**config.mk**
```make
export PLATFORM = sky130hd
export DESIGN_NAME = div_result_bcd
export DESIGN_NICKNAME = d
export VERILOG_FILES = /design/src/rtl/div_result_bcd.sv
export SDC_FILE = /design/constraint.sdc
export NUM_CORES = 1
export LEC_CHECK = 0
export ABC_AREA = 1
export ABC_CLOCK_PERIOD_IN_PS = 2100
export CAP_MARGIN = 20
export CORE_MARGIN = 2
export CORE_UTILIZATION = 50
export CTS_CLUSTER_SIZE = 14
export DETAILED_ROUTE_END_ITERATION = 8
export PLACE_DENSITY_LB_ADDON = 0.1
export SYNTH_ARGS = -nofsm -noshare
export SYNTH_HDL_FRONTEND = slang
export SYNTH_SLANG_ARGS = --single-unit
```
**constraint.sdc**
```tcl
create_clock -name clk -period 2.1 [get_ports clk]
set_clock_uncertainty 0.15 [all_clocks]
set_input_delay 0.42 -clock clk [delete_from_list [all_inputs] [get_ports clk]]
set_output_delay 0.42 -clock clk [all_outputs]
set_load 0.01 [all_outputs]
```
**src/rtl/div_result_bcd.sv**
```systemverilog
// div_result_bcd: captures divider quotient/remainder on ready_in rise and converts to packed BCD
//   clk       in   system clock, rising edge
//   rst       in   asynchronous active-high reset
//   ready_in  in   divider ready level; rising edge marks a new result
//   qu_in     in   quotient (QW bits), rem_in remainder (RW bits)
//   busy      out  high while converting
//   out_valid out  BCD result valid, held until out_ack
//   out_ack   in   consumer accepts result (only honoured while out_valid)
//   qu_bcd    out  packed BCD quotient (QD digits, digit 0 in [3:0])
//   rem_bcd   out  packed BCD remainder (RD digits)
//   overrun   out  sticky: a result edge arrived while not idle and was dropped
module div_result_bcd #(
    parameter int QW = 8,
    parameter int RW = 4,
    parameter int QD = 3,
    parameter int RD = 2
) (
    input  logic            clk,
    input  logic            rst,
    input  logic            ready_in,
    input  logic [QW-1:0]   qu_in,
    input  logic [RW-1:0]   rem_in,
    output logic            busy,
    output logic            out_valid,
    input  logic            out_ack,
    output logic [4*QD-1:0] qu_bcd,
    output logic [4*RD-1:0] rem_bcd,
    output logic            overrun
);
    typedef enum logic [1:0] {IDLE, CONV, HOLD} state_t;
    localparam int CW  = $clog2(QW + 1);
    localparam int RCW = $clog2(RW + 1);

    state_t          state;
    logic            ready_d;
    logic [QW-1:0]   qsh;
    logic [RW-1:0]   rsh;
    logic [4*QD-1:0] qacc, qadj, qacc_n;
    logic [4*RD-1:0] racc, radj, racc_n;
    logic [CW-1:0]   cnt;
    logic [RCW-1:0]  rcnt;
    logic            rise;

    assign rise = ready_in & ~ready_d;

    // One double-dabble step: add 3 to every digit >= 5, then shift in the next binary bit.
    // The remainder finishes first and stays frozen once its own count runs out.
    always_comb begin
        qadj = qacc;
        radj = racc;
        for (int i = 0; i < QD; i++)
            qadj[4*i +: 4] = qacc[4*i +: 4] >= 4'd5 ? qacc[4*i +: 4] + 4'd3 : qacc[4*i +: 4];
        for (int i = 0; i < RD; i++)
            radj[4*i +: 4] = racc[4*i +: 4] >= 4'd5 ? racc[4*i +: 4] + 4'd3 : racc[4*i +: 4];
        qacc_n = {qadj[4*QD-2:0], qsh[QW-1]};
        racc_n = rcnt != '0 ? {radj[4*RD-2:0], rsh[RW-1]} : racc;
    end

    always_ff @(posedge clk or posedge rst) begin
        if (rst) begin
            state     <= IDLE;
            ready_d   <= 1'b0;
            qsh       <= '0;
            rsh       <= '0;
            qacc      <= '0;
            racc      <= '0;
            cnt       <= '0;
            rcnt      <= '0;
            busy      <= 1'b0;
            out_valid <= 1'b0;
            qu_bcd    <= '0;
            rem_bcd   <= '0;
            overrun   <= 1'b0;
        end else begin
            ready_d <= ready_in;
            if (rise && state != IDLE)
                overrun <= 1'b1;
            case (state)
                IDLE: if (rise) begin
                    qsh   <= qu_in;
                    rsh   <= rem_in;
                    qacc  <= '0;
                    racc  <= '0;
                    cnt   <= CW'(QW);
                    rcnt  <= RCW'(RW);
                    busy  <= 1'b1;
                    state <= CONV;
                end
                CONV: begin
                    qacc <= qacc_n;
                    qsh  <= qsh << 1;
                    racc <= racc_n;
                    if (rcnt != '0) begin
                        rsh  <= rsh << 1;
                        rcnt <= rcnt - 1'b1;
                    end
                    cnt <= cnt - 1'b1;
                    if (cnt == CW'(1)) begin
                        qu_bcd    <= qacc_n;
                        rem_bcd   <= racc_n;
                        busy      <= 1'b0;
                        out_valid <= 1'b1;
                        state     <= HOLD;
                    end
                end
                HOLD: if (out_ack) begin
                    out_valid <= 1'b0;
                    state     <= IDLE;
                end
                default: state <= IDLE;
            endcase
        end
    end
endmodule

```
=== After elaboration in Yosys (flattened, before gate mapping) ===
Index checks and enable logic that the tools add are counted.

* Equality and inequality tests: 7
* Add/subtract/negate cells: 7
* Magnitude comparators: 5
* Multiplexer cells: 30
* Reductions and logical operators: 12
* Bitwise gates (word level): 2

{| class="wikitable"
|+ Operator list
! kind !! count
|-
| 8-bit one-hot mux with 2 select lines || 2
|-
| 4-bit 2-to-1 mux || 6
|-
| 8-bit 2-to-1 mux || 3
|-
| 12-bit one-hot mux with 2 select lines || 1
|-
| 4-bit by 3-bit greater-or-equal comparator with 1-bit output, second input constant || 5
|-
| 4-bit one-hot mux with 2 select lines || 2
|-
| 4-bit by 2-bit adder with 4-bit output, second input constant || 3
|-
| 12-bit 2-to-1 mux || 1
|-
| 3-bit 2-to-1 mux || 4
|-
| 3-bit AND reduction || 4
|-
| 2-bit != test, second input constant || 4
|-
| 3-bit by 2-bit adder with 3-bit output, second input constant || 2
|-
| 2-bit 2-to-1 mux || 3
|-
| 2-bit one-hot mux with 3 select lines || 1
|-
| 3-bit one-hot mux with 2 select lines || 1
|-
| 2-bit nonzero test || 3
|-
| 4-bit by 1-bit equality test with 1-bit output, second input constant || 1
|-
| 1-bit 2-to-1 mux || 4
|-
| 1-bit one-hot mux with 2 select lines || 2
|-
| 2-bit AND reduction || 2
|-
| 4-bit by 1-bit subtractor with 4-bit output, second input constant || 1
|-
| 3-bit nonzero test || 1
|-
| 3-bit by 1-bit subtractor with 3-bit output, second input constant || 1
|-
| 2-bit by 1-bit equality test with 1-bit output, second input constant || 1
|-
| 5 further kinds || 5
|}

* Output and inout port bits: 23
* Flip-flop bits (word level): 65
* Word-level logic and storage cells: 76

=== Logic depth before layout (Yosys ltp) ===
* Word-level depth: 4
* Mapped depth: 11

=== Worst setup path before layout ===
No wires, ideal clock.

* Path type: flip-flop to flip-flop
* Start point: reg rcnt[0]
* End point: reg rsh[2]
* Stages on the path, launching flop included: 11
* Arrival time: 1.390 ns
* Setup slack: 0.430 ns
* Data required time: 1.820 ns
* Cell sequence: dfrtp_1 > inv_1 > ha_1 > ha_1 > buf_2 > inv_2 > nand2_1 > nand2_1 > buf_4 > o211ai_1 > o21ai_0

* Longest elaborated chain between the ends: 3

{| class="wikitable"
|+ RTL lines
! element !! line !! source
|-
| start, declared || 41 || <nowiki>logic [RCW-1:0] rcnt;</nowiki>
|-
| start signal, assigned || 85 || <nowiki>rcnt <= RCW'(RW);</nowiki>
|-
| start signal, assigned || 95 || <nowiki>rcnt <= rcnt - 1'b1;</nowiki>
|-
| 3-bit nonzero test || 93 || <nowiki>if (rcnt != '0) begin</nowiki>
|-
| 2-bit != test (no source line) || -- ||
|-
| 3-bit AND reduction (no source line) || -- ||
|-
| end signal, assigned || 81 || <nowiki>rsh <= rem_in;</nowiki>
|-
| end signal, assigned || 94 || <nowiki>rsh <= rsh << 1;</nowiki>
|-
| end, declared || 37 || <nowiki>logic [RW-1:0] rsh;</nowiki>
|}

Every way passes these cells.
A chain may end at the register's enable or synchronous reset.

=== Worst setup path after layout ===
* Start point: reg qu_bcd[11]
* End point: out qu_bcd[11]

{| class="wikitable"
|+ RTL lines
! element !! line !! source
|-
| start, declared || 26 || <nowiki>output logic [4*QD-1:0] qu_bcd,</nowiki>
|-
| start signal, assigned || 99 || <nowiki>qu_bcd <= qacc_n;</nowiki>
|}

No word-level cell between the ends.

==> flow_summary.ini <==
[run_status]
outcome = completed

[critical_path]
regToRegEndpoint = qacc[2]
cp_data_required_time_ns = 1.53
slowest_stage = sky130_fd_sc_hd__clkdlybuf4s50_1
worstSetupEndpointType = primary output
worstPathCellList = clkdlybuf4s50_1
r2r_start = qacc[0]
worstRegToRegCells = 7
timing.reg2reg.setup_slack_ns = 0.34
timing.critical_path.arrival_ns = 1.23
critical_path_buf_inv_count = 1
cp_max_fo = 2
startpoint_type_of_the_worst_setup_path = register
path_delay_family = buffers and inverters
crit_type = reg -> out
worst_path_largest_cell_delay_ns = 0.54

[global_route]
grt_util_met3 = 0.0378
gr-usage-met2 = 0.324
grt_pass1_wl_um = 11100
grt_use_met1 = 0.251
grt_antenna_before_repair = 0
grt_use_total = 0.196
grt_busiest_layer = met2
grt_overflow = 0
vias_in_the_first_global_route = 2569
grt_max_degree = 31

[place]
portBuffers = 38
post-place-ws_ns = 0.107
place_congestion = 0.861
detailed_place.area_mm2 = 0.00363
place_hpwl_um = 4300

[logic_synthesis]
synth.net_count = 409
syn-cell-area_mm2 = 0.00313
synth.top_cells.by_area = sky130_fd_sc_hd__dfrtp_1 (52%), sky130_fd_sc_hd__nand2_1 (17%), sky130_fd_sc_hd__ha_1 (5.6%)
synth_top_cell_by_area = sky130_fd_sc_hd__dfrtp_1
synthCells = 379
postSynthRegisterBits = 65
syn_avg_cell_area_um2 = 8.27
synth_largest_type_area_fraction = 0.519
post_synth_num_cell_types = 28
ys_seq_area_frac = 0.519
synth-warning-count = 0

[timing]
maximum_frequency_from_static_timing_analysis_ghz = 0.556
finalHoldViolCount = 0
final_critical_period_ns = 1.80
grt_setup_unrepaired = no
hold_ws_ns = 0.270
final.setup.tns_ns = 0
setup_viol = 0
post-route-period-util = 0.857
slew_viol_final = 0
tightestPinTransition_ns = 0.509
slew-limit-headroom = 0.660
final.setup.worst_slack_ns = 0.301

[floorplan]
die-width_um = 83.2
dieArea_mm2 = 0.00692
start_util = 0.523
design.core.area_mm2 = 0.00599
rows = 28
io_pins = 39
chip_height_um = 83.2

[clocking]
clock_network_latency_to_the_later_pin_of_the_worst_skew_pair_ns = 0.34
tritoncts_num_sinks = 65
clock_tree_buf_depth = 2
post-cts-setup-buffers = 0
cts_hold_buffers = 0
tritoncts = done
post_cts_resize_count = 0
numCtsBuffers = 9
path_clk_slew_ns = 0.07
cts.htree.levels = 3
cts.root.buffer_cell = sky130_fd_sc_hd__clkbuf_8

[drt]
drt_pre_antenna_iters = 4
routed-via-count = 2540
detail_route.wirelength_um = 6150
route.detailed.vias_per_inst = 5.03
drcViolationCount = 0
drt-wirelength-per-cell_um = 12.2
detailedRoute.firstIterationViolations = 158
drtAntennaViolNets = 0

[cells_and_area]
final_net_count = 456
antenna_fix_cells = 0
fillers = 525
drive_gt1_frac = 0.0837
final_area_mm2 = 0.00384
area_delta_synth_final_pct = 22.7

[flow_run]
maxCapViolCount = 0

[power_and_ir_drop]
ir_worst_vdd_mv = 0.767
power-per-cell-area_mw_per_mm2 = 1600
total_leakage_power_uw = 0.00196

[min_path]
hold_path_class = in -> async
==> layer usage <==
| metal | part of all wire | vias to the layer above |
|---|---|---|
| li1 | - | 1298 |
| met3 | 0.038 | 14 |
| met1 | 0.47 | 1183 |
| met4 | 0.023 | 0 |
| met5 | 0 | - |
| met2 | 0.47 | 45 |
==> synth_stat cells (all sizes together) <==
library cell  count
a31oi             1
or2               1
xnor2             1
a211oi            1
xor2              3
clkbuf            1
o211ai            4
nor2              9
ha               14
a21oi             3
nand3            31
nand4             1
inv              48
o21ai            32
o22ai             9
o31ai             1
buf              11
nand2           140
a22o              1
nor3              2
dfrtp            65
==> layout by cell type, fill, tap and decap left out <==
cell type / Yosys / routed
sky130_fd_sc_hd__bufinv_16: 0 / 1
sky130_fd_sc_hd__buf_4: 2 / 9
sky130_fd_sc_hd__nor3_1: 2 / 2
sky130_fd_sc_hd__a211oi_1: 1 / 1
sky130_fd_sc_hd__buf_12: 0 / 1
sky130_fd_sc_hd__clkinv_2: 0 / 1
sky130_fd_sc_hd__nand2_2: 2 / 2
sky130_fd_sc_hd__xor2_1: 3 / 3
sky130_fd_sc_hd__o22ai_1: 9 / 9
sky130_fd_sc_hd__nand3_1: 31 / 31
sky130_fd_sc_hd__ha_1: 14 / 14
sky130_fd_sc_hd__inv_1: 43 / 42
sky130_fd_sc_hd__inv_2: 5 / 5
sky130_fd_sc_hd__nand2_1: 138 / 138
sky130_fd_sc_hd__nand4_1: 1 / 1
sky130_fd_sc_hd__a22o_1: 1 / 1
sky130_fd_sc_hd__xnor2_1: 1 / 1
sky130_fd_sc_hd__o31ai_1: 1 / 1
sky130_fd_sc_hd__a31oi_1: 1 / 1
sky130_fd_sc_hd__nor2_4: 2 / 2
sky130_fd_sc_hd__clkinvlp_4: 0 / 1
sky130_fd_sc_hd__dfrtp_1: 65 / 65
sky130_fd_sc_hd__o21ai_0: 21 / 21
sky130_fd_sc_hd__clkbuf_8: 0 / 13
sky130_fd_sc_hd__o211ai_1: 4 / 4
sky130_fd_sc_hd__or2_2: 1 / 1
sky130_fd_sc_hd__o21ai_1: 11 / 11
sky130_fd_sc_hd__clkdlybuf4s50_1: 0 / 38
sky130_fd_sc_hd__nor2_1: 7 / 7
sky130_fd_sc_hd__a21oi_1: 3 / 3
==> logic make-up (layout without fill, tap and decap cells) <==
kind of cell	count (synthesis)	count (layout)	share of synthesized area
xor+xnor	4	4	0.0112
flops	65	65	0.519
buf+inv	60	111	0.0794
compound gates	52	52	0.0930
fa+ha+maj	14	14	0.0559
simple gates	184	184	0.242
==> layout make-up <==
class,count,area [um^2],share of cell area
clock buffer,13,179,0.0465
clock inverter,2,35.0,0.00911
inverter,48,184,0.0478
tap,75,93.8,0.0244
multi-input combinational,254,1260,0.327
timing repair buffer,48,468,0.122
sequential,65,1630,0.423
==> metrics by stage <==
stage	power (uW)	util	std cells
after global routing	6760	0.642	505
after CTS	6200	0.642	505
after floorplan	4160	-	379
final	6140	0.642	505
after detailed placement	5040	0.606	490
after global placement	4950	0.606	490
==> flip-flops by register name (all words and copies together), names as in the netlist <==
name and cells:
busy 1, cnt 4, out_valid 1, overrun 1
qacc 12, qsh 8, qu_bcd 12, racc 8
rcnt 3, ready_d 1, rem_bcd 8, rsh 4
state 2
==> worst max-delay path by stage <==
| stage | startpoint | end | cells past startpoint |
|---|---|---|---|
| after floorplan | rcnt[0] | rsh[2] | 10 |
| after global placement | ready_in | rsh[3] | 7 |
| after detailed placement | ready_in | rsh[3] | 7 |
| after CTS | qu_bcd[7] | qu_bcd[7] | 1 |
| after global routing | qacc[0] | qacc[2] | 7 |
| final | qu_bcd[11] | qu_bcd[11] | 1 |
==> power by group <==
group          internal, uW  leakage, uW  switching, uW  total [uW]
clock                   670     0.000112            446        1120
combinational          1180      0.00104           1700        2870
sequential             1810     0.000809            338        2150
total                  3650      0.00196           2480        6140
No activity file was read; power rests on OpenSTA's default activity.
